==> config.mk <==
export PLATFORM = sky130hd
export DESIGN_NAME = sram_access_arbiter
export DESIGN_NICKNAME = d
export VERILOG_FILES = /design/src/rtl/sram_arb_pkg.sv /design/src/rtl/sram_arb_rd_pipe.sv /design/src/rtl/sram_access_arbiter.sv
export SDC_FILE = /design/constraint.sdc
export NUM_CORES = 1
export LEC_CHECK = 0
export CELL_PAD_IN_SITES_DETAIL_PLACEMENT = 1
export CELL_PAD_IN_SITES_GLOBAL_PLACEMENT = 2
export CORE_MARGIN = 2
export CORE_UTILIZATION = 22
export DETAILED_ROUTE_END_ITERATION = 10
export GPL_ROUTABILITY_DRIVEN = 1
export PLACE_DENSITY = 0.88
export SLEW_MARGIN = 20
export SYNTH_ARGS = -nofsm -noshare
export SYNTH_HDL_FRONTEND = slang
export SYNTH_SLANG_ARGS = --single-unit
export TNS_END_PERCENT = 1
==> constraint.sdc <==
create_clock -name CLK -period 3.35 [get_ports CLK]
set_input_delay 0.335 -clock CLK [delete_from_list [all_inputs] [get_ports CLK]]
set_output_delay 0.335 -clock CLK [all_outputs]
set_load 0.03 [all_outputs]
==> src/rtl/sram_arb_pkg.sv <==
// Shared types and constants for the result-SRAM access arbiter.
// Perf counters are built only when ARB_PERF_CNT_EN is defined.
package sram_arb_pkg;

    localparam int SRAM_AW = 11;
    localparam int SRAM_DW = 32;
    localparam int RUN_W   = 8;
    localparam int CNT_W   = 16;

    typedef enum logic {
        CONV_PRI = 1'b0,
        HOST_PRI = 1'b1
    } arb_state_t;

    typedef struct packed {
        logic [SRAM_AW-1:0] addr;
        logic [SRAM_DW-1:0] wdata;
        logic               we;
    } sram_req_t;

    function automatic logic [CNT_W-1:0] sat_inc(input logic [CNT_W-1:0] v);
        return (v == {CNT_W{1'b1}}) ? v : v + 1'b1;
    endfunction

endpackage

==> src/rtl/sram_arb_rd_pipe.sv <==
// Host read return path: captures SRAM data the cycle after a read
// access and flags it valid for one cycle.
module sram_arb_rd_pipe
    import sram_arb_pkg::*;
(
    input  logic               CLK,
    input  logic               RESET,
    input  logic               rd_issue_i,
    input  logic [SRAM_DW-1:0] sram_rdata_i,
    output logic               host_rvalid_o,
    output logic [SRAM_DW-1:0] host_rdata_o
);

    logic               rd_pend_q;
    logic               rvalid_q;
    logic [SRAM_DW-1:0] rdata_q;
    logic [SRAM_DW-1:0] rdata_d;

    always_comb begin
        rdata_d = rdata_q;
        if (rd_pend_q) begin
            rdata_d = sram_rdata_i;
        end
    end

    always_ff @(posedge CLK) begin
        if (RESET) begin
            rd_pend_q <= 1'b0;
            rvalid_q  <= 1'b0;
            rdata_q   <= '0;
        end else begin
            rd_pend_q <= rd_issue_i;
            rvalid_q  <= rd_pend_q;
            rdata_q   <= rdata_d;
        end
    end

    assign host_rvalid_o = rvalid_q;
    assign host_rdata_o  = rdata_q;

endmodule

==> src/rtl/sram_access_arbiter.sv <==
// Single-port result-SRAM arbiter: conv write-back vs host port.
// Define ARB_PERF_CNT_EN to build the grant/stall perf counters.
module sram_access_arbiter
    import sram_arb_pkg::*;
#(
    parameter int CONV_MAX_RUN = 8
) (
    input  logic               CLK,
    input  logic               RESET,
    input  logic               conv_req,
    input  logic [SRAM_AW-1:0] conv_addr,
    input  logic [SRAM_DW-1:0] conv_wdata,
    output logic               conv_gnt,
    input  logic               host_req,
    input  logic               host_we,
    input  logic [SRAM_AW-1:0] host_addr,
    input  logic [SRAM_DW-1:0] host_wdata,
    output logic               host_gnt,
    output logic               host_rvalid,
    output logic [SRAM_DW-1:0] host_rdata,
    input  logic               sram_ready,
    output logic               sram_writen,
    output logic [SRAM_AW-1:0] sram_addr,
    output logic [SRAM_DW-1:0] sram_wdata,
    input  logic [SRAM_DW-1:0] sram_rdata,
    output logic [CNT_W-1:0]   conv_grant_cnt,
    output logic [CNT_W-1:0]   host_stall_cnt
);

    localparam logic [RUN_W-1:0] MAX_RUN = RUN_W'(CONV_MAX_RUN);

    arb_state_t       state_q, state_d;
    logic [RUN_W-1:0] run_cnt_q, run_cnt_d;
    sram_req_t        conv_r, host_r, win_r;
    sram_req_t        last_q, last_d;
    logic             conv_win, host_win, any_win;

    always_comb begin
        conv_r = '{addr: conv_addr, wdata: conv_wdata, we: 1'b1};
        host_r = '{addr: host_addr, wdata: host_wdata, we: host_we};
    end

    always_comb begin
        conv_win = 1'b0;
        host_win = 1'b0;
        if (sram_ready && !RESET) begin
            unique case (state_q)
                CONV_PRI: begin
                    conv_win = conv_req;
                    host_win = host_req & ~conv_req;
                end
                HOST_PRI: begin
                    host_win = host_req;
                    conv_win = conv_req & ~host_req;
                end
            endcase
        end
    end

    // A stalled SRAM freezes both the run counter and the priority state.
    always_comb begin
        state_d   = state_q;
        run_cnt_d = run_cnt_q;
        if (sram_ready) begin
            if (host_win || !host_req) begin
                run_cnt_d = '0;
            end else if (conv_win) begin
                run_cnt_d = run_cnt_q + 1'b1;
            end
            if (host_win) begin
                state_d = CONV_PRI;
            end else if (state_q == CONV_PRI && conv_win &&
                         host_req && run_cnt_d == MAX_RUN) begin
                state_d = HOST_PRI;
            end
        end
    end

    always_comb begin
        any_win = conv_win | host_win;
        win_r   = conv_win ? conv_r : host_r;
        last_d  = any_win ? win_r : last_q;
    end

    assign conv_gnt    = conv_win;
    assign host_gnt    = host_win;
    assign sram_writen = ~(any_win & win_r.we);
    assign sram_addr   = last_d.addr;
    assign sram_wdata  = last_d.wdata;

    always_ff @(posedge CLK) begin
        if (RESET) begin
            state_q   <= CONV_PRI;
            run_cnt_q <= '0;
            last_q    <= '0;
        end else begin
            state_q   <= state_d;
            run_cnt_q <= run_cnt_d;
            last_q    <= last_d;
        end
    end

    sram_arb_rd_pipe u_rd_pipe (
        .CLK           (CLK),
        .RESET         (RESET),
        .rd_issue_i    (host_win & ~host_we),
        .sram_rdata_i  (sram_rdata),
        .host_rvalid_o (host_rvalid),
        .host_rdata_o  (host_rdata)
    );

`ifdef ARB_PERF_CNT_EN
    logic [CNT_W-1:0] cg_cnt_q, cg_cnt_d;
    logic [CNT_W-1:0] hs_cnt_q, hs_cnt_d;

    always_comb begin
        cg_cnt_d = cg_cnt_q;
        hs_cnt_d = hs_cnt_q;
        if (conv_win) begin
            cg_cnt_d = sat_inc(cg_cnt_q);
        end
        if (host_req && !host_win) begin
            hs_cnt_d = sat_inc(hs_cnt_q);
        end
    end

    always_ff @(posedge CLK) begin
        if (RESET) begin
            cg_cnt_q <= '0;
            hs_cnt_q <= '0;
        end else begin
            cg_cnt_q <= cg_cnt_d;
            hs_cnt_q <= hs_cnt_d;
        end
    end

    assign conv_grant_cnt = cg_cnt_q;
    assign host_stall_cnt = hs_cnt_q;
`else
    assign conv_grant_cnt = '0;
    assign host_stall_cnt = '0;
`endif

endmodule

== Yosys cells after proc, flatten, opt, wreduce, memory -nomap -nowiden ==
Index checks and enable logic that the tools add are counted.
W data, S select, Z words.
Word-level totals
  output and inout port bits: 111
  bits in registers: 87
  bits of input ports: 124
  logic and storage cells: 40
Cells by class
  bitwise operators: 10
  eq/ne operators: 1
  add/subtract/negate cells: 1
  reductions and logical operators: 9
  muxes and demuxes: 11
Operator list (count)
  $mux W44: 2
  $mux W8: 3
  $add A8 B1 Y8 const B: 1
  $eq A8 B4 Y1 const B: 1
  $not A1 Y1: 5
  $and A1 B1 Y1: 4
  $logic_and A1 B1 Y1: 4
  $mux W1: 4
  $pmux W1 S2: 2
  $logic_not A1 Y1: 2
  $reduce_and A2 Y1: 1
  $reduce_bool A2 Y1: 1
  $logic_or A1 B1 Y1: 1
  $or A1 B1 Y1: 1

== Longest topological paths before layout ==
  depth after elaboration: 11
  gate-level depth with buffers: 9
  depth with buffers taken out: 6

== Hierarchy ==
From an unflattened synthesis, not the netlist that was laid out.
Unflattened totals
  cell total of the unflattened synthesis: 447
  area total of the unflattened synthesis: 4299.1 um2
Modules (own cells, without submodules)
  sram_access_arbiter: area each 3076.7 um2, sequential area each 1041.0 um2, cells each 339, times used 1
  sram_arb_rd_pipe: area each 1222.4 um2, sequential area each 680.7 um2, cells each 108, times used 1

== Least setup slack after synthesis ==
OpenSTA, ideal clock, no wires.
  kind: input to output
  from: input host_req
  to: output sram_addr[0]
  required time: 3.015 ns
  stages on the path: 8
  slack: 1.024 ns
  buffers on the path: 5
  arrival: 1.991 ns
  cell sequence: buf_6 -> a21bo_1 -> buf_6 -> or2_1 -> buf_6 -> clkbuf_1 -> clkbuf_1 -> a21oi_1
On the way
  longest elaborated chain between the ends: 6
  elaborated cells between the ends (all ways): 10
  classes of those cells: 6 x mux; 4 x bitwise
RTL lines
  from (decl): RTL line sram_access_arbiter.sv:14  | input logic host_req,
  $not A1 Y1: RTL line sram_access_arbiter.sv:54  | conv_win = conv_req & ~host_req;
  $and A1 B1 Y1: RTL line sram_access_arbiter.sv:54
  $pmux W1 S2: RTL line sram_access_arbiter.sv:47  | unique case (state_q)
  $mux W1: RTL line sram_access_arbiter.sv:46  | if (sram_ready && !RESET) begin
  $mux W44 or $or A1 B1 Y1 (tied branches): RTL line sram_access_arbiter.sv:81, sram_access_arbiter.sv:80
  $mux W44 (*): RTL line sram_access_arbiter.sv:82  | last_d = any_win ? win_r : last_q;
  to (decl): RTL line sram_access_arbiter.sv:23  | output logic [SRAM_AW-1:0] sram_addr,
Mark *: on every way between the ends. The rest lies on a longest branch, timed or not.

== Final worst setup path ==
  from: input host_req
  to: output sram_wdata[15]
On the way
  longest elaborated chain between the ends: 6
  elaborated cells between the ends (all ways): 10
  classes of those cells: 6 x mux; 4 x bitwise
RTL lines
  $not A1 Y1: RTL line sram_access_arbiter.sv:54
  $and A1 B1 Y1: RTL line sram_access_arbiter.sv:54
  $pmux W1 S2: RTL line sram_access_arbiter.sv:47
  $mux W1: RTL line sram_access_arbiter.sv:46
  $mux W44 or $or A1 B1 Y1 (tied branches): RTL line sram_access_arbiter.sv:81, sram_access_arbiter.sv:80
  $mux W44 (*): RTL line sram_access_arbiter.sv:82
  to (decl): RTL line sram_access_arbiter.sv:24  | output logic [SRAM_DW-1:0] sram_wdata,
Marked as above.

==> impl_metrics.json <==
{
  "status": "completed",
  "min_to": "u_rd_pipe.host_rdata_o[16]$_SDFFE_PP0P_",
  "r2r_cells": 6,
  "dpl_worst_slack_ns": 0.651,
  "setup_ws_ns": 0.686,
  "ir_drop_mv": 0.201,
  "drc_errors": 0,
  "dr.max_layer_used": "met4",
  "r2r-end": "last_q[10]$_SDFF_PP0_",
  "min-delay-start": "u_rd_pipe.host_rdata_o[16]$_SDFFE_PP0P_",
  "cts_buffers": 9,
  "initial_core_util_pct": 22.3,
  "drive_above_1_share_pct": 11.1,
  "tightest_slew_ns": 0.970,
  "synth-seq-cells": 86,
  "ant_nets": 0,
  "place_congestion": 0.802,
  "wire_per_inst_um": 14.7,
  "routed_wl_um": 13000,
  "drv_cap": 0,
  "rsz0062_at_grt": "false",
  "grt_overflow": 0,
  "max_freq_mhz": 375,
  "cts_max_path_buffers": 2,
  "coreArea_mm2": 0.0186,
  "post_cts_resized": 0,
  "die-area_mm2": 0.0199,
  "p_per_area_mw_per_mm2": 429,
  "die_w_um": 141,
  "met3WireLength_um": 1140,
  "postCtsHoldBufs": 0,
  "report.power.total_mw": 2.78,
  "vias": 3963,
  "yosys.area.top_type": "dfxtp_1",
  "wl_met2_um": 6340,
  "final_nets": 770,
  "finalHoldViolCount": 0,
  "area_growth_pct": 56.6,
  "rr_startpoint": "state_q$_SDFFE_PP0P_",
  "cts.reportedPaths.clkPinSlew_ns": 0.06,
  "root_buffer": "clkbuf_16",
  "grt_pass1_vias": 3943,
  "syn_inst": 464,
  "setup.worst_path.start": "host_req",
  "hold_path.class": "reg2reg",
  "ys_seq_area_share_pct": 41.6,
  "first_pass_iters": 4,
  "leakage_nw": 2.71,
  "grt_pass1_wl_um": 19700,
  "netlist.area_leader.share_pct": 41.6,
  "insertion_delay_ns": 0.34,
  "path_class": "in2out",
  "hold_depth": 2,
  "finalCriticalPeriod_ns": 2.66,
  "antenna_found_initial": 0,
  "skew_ns": 0.00739,
  "setup_viol": 0,
  "holdWs_ns": 0.495,
  "cts.sink_count": 86,
  "ys_warn_count": 0,
  "h-tree-depth": 3,
  "drv_slew": 0,
  "wl_met1_um": 5380,
  "stdcell_area_mm2": 0.00648,
  "cts_tree": "built",
  "ff2ff_setup_slack_ns": 1.58,
  "crit_path_end_kind": "output port",
  "rows": 50,
  "worstPathMaxFanout": 45,
  "postSynthAreaPerCell_um2": 8.92,
  "ys_types": 40,
  "placed_area_mm2": 0.00615,
  "cp.required_ns": 3.01,
  "grt_use_total_pct": 12.5,
  "start_kind": "primary input",
  "die_h_um": 141,
  "slew_headroom_pct": 35.4,
  "synthesis.area_mm2": 0.00414,
  "post-route-period-util_pct": 79.5,
  "grt_start_max_net_pins": 88,
  "dp_hpwl_um": 9830,
  "io_pins": 235,
  "post_cts_buffers": 0,
  "finalSetupTns_ns": 0,
  "arrival_ns": 2.33,
  "antennaDiodeCount": 0,
  "io_buffers": 202,
  "via_per_inst": 4.48,
  "synth_top_cells_by_area": "dfxtp_1, mux2i_1, a211oi_1",
  "drtIter0Drc": 89
}
-- flip-flops by register name, summed over array words and instances, names as in the netlist --
register	flops
run_cnt_q	8
u_rd_pipe.rd_pend_q	1
u_rd_pipe.host_rdata_o	32
state_q	1
u_rd_pipe.host_rvalid_o	1
last_q	43
-- Yosys cell counts, drive strengths merged --
cell type and number:
dfxtp 86, nor2 84, mux2i 75, a21oi 50, buf 46, a211oi 45, clkbuf 23, nor3 7
nand2 6, inv 5, o21ai 4, xnor2 4, nand3 3, nor2b 3, nand4 2, o21a 2
or3 2, a21bo 1, a22oi 1, a41o 1, a41oi 1, clkinv 1, conb 1, ha 1
nand2b 1, nand3b 1, nand4b 1, nor3b 1, nor4 1, o211ai 1, o2bb2ai 1, o31a 1
o31ai 1, or2 1
-- report_power, final --
part	leakage, nW	switching (mW)	internal (mW)
Clock	0.162	0.439	0.664
Combinational	1.85	0.327	0.275
Sequential	0.700	0.0156	1.06
Total	2.71	0.783	2.00
-- final cells by class --
type | instances | area [µm²]
Tap cell | 234 | 293
Clock inverter | 7 | 103
Multi-Input combinational cell | 334 | 2100
Clock buffer | 9 | 225
Inverter | 6 | 27.5
Timing Repair Buffer | 208 | 2010
Sequential cell | 86 | 1720
Fill cell | 2120 | 12100
-- cells in the final DEF, fill, tap and decap left out, types with 4 or more instances in the layout --
cell type and instances:
nor2_1 84, mux2i_1 75, inv_1 5, clkbuf_16 9
buf_4 45, xnor2_1 4, a211oi_1 45, buf_12 5
conb_1 32, a21oi_1 50, nor3_1 7, nand2_1 5
dfxtp_1 85, clkdlybuf4s50_1 157
-- stage by stage --
| step | utilization (%) | cells |
|---|---|---|
| floorplan | - | 495 |
| global placement | 33.1 | 868 |
| detailed placement | 33.1 | 868 |
| CTS | 34.9 | 884 |
| global route | 34.9 | 884 |
| finish | 34.9 | 884 |
-- cell families after synthesis --
group                      synth area share (%)
AOI/OAI and AO/OA                          16.7
xor gates and xnor gates                  0.846
adders and majority gates                 0.302
buffers and inverters                      10.6
DFF                                        41.6
muxes                                      18.1
other                                    0.0906
and+or+nand+nor                            11.7
-- per-layer routing --
metal  track usage, %  vias up
met5                0        -
met4             4.42        0
met3             3.97       12
met2             22.0      169
met1             14.1     1850
li1                 -     1932
-- critical path, cell delays in order --
cell             delay [ns]
clkdlybuf4s50_1        0.58
a21bo_1                0.32
or2_4                  0.22
buf_4                  0.40
nor2_1                 0.12
a21oi_1                0.16
buf_4                  0.18
-- worst max path at each step --
stage / to / cells after the start / slack, ns
floorplan: sram_addr[0] / 8 / 1.02
global placement: sram_wdata[5] / 8 / 0.69
detailed placement: sram_wdata[3] / 8 / 0.65
CTS: sram_wdata[3] / 8 / 0.65
global route: sram_wdata[15] / 7 / 0.53
finish: sram_wdata[15] / 7 / 0.69
Note: power is estimated with default switching activity, not from simulation.
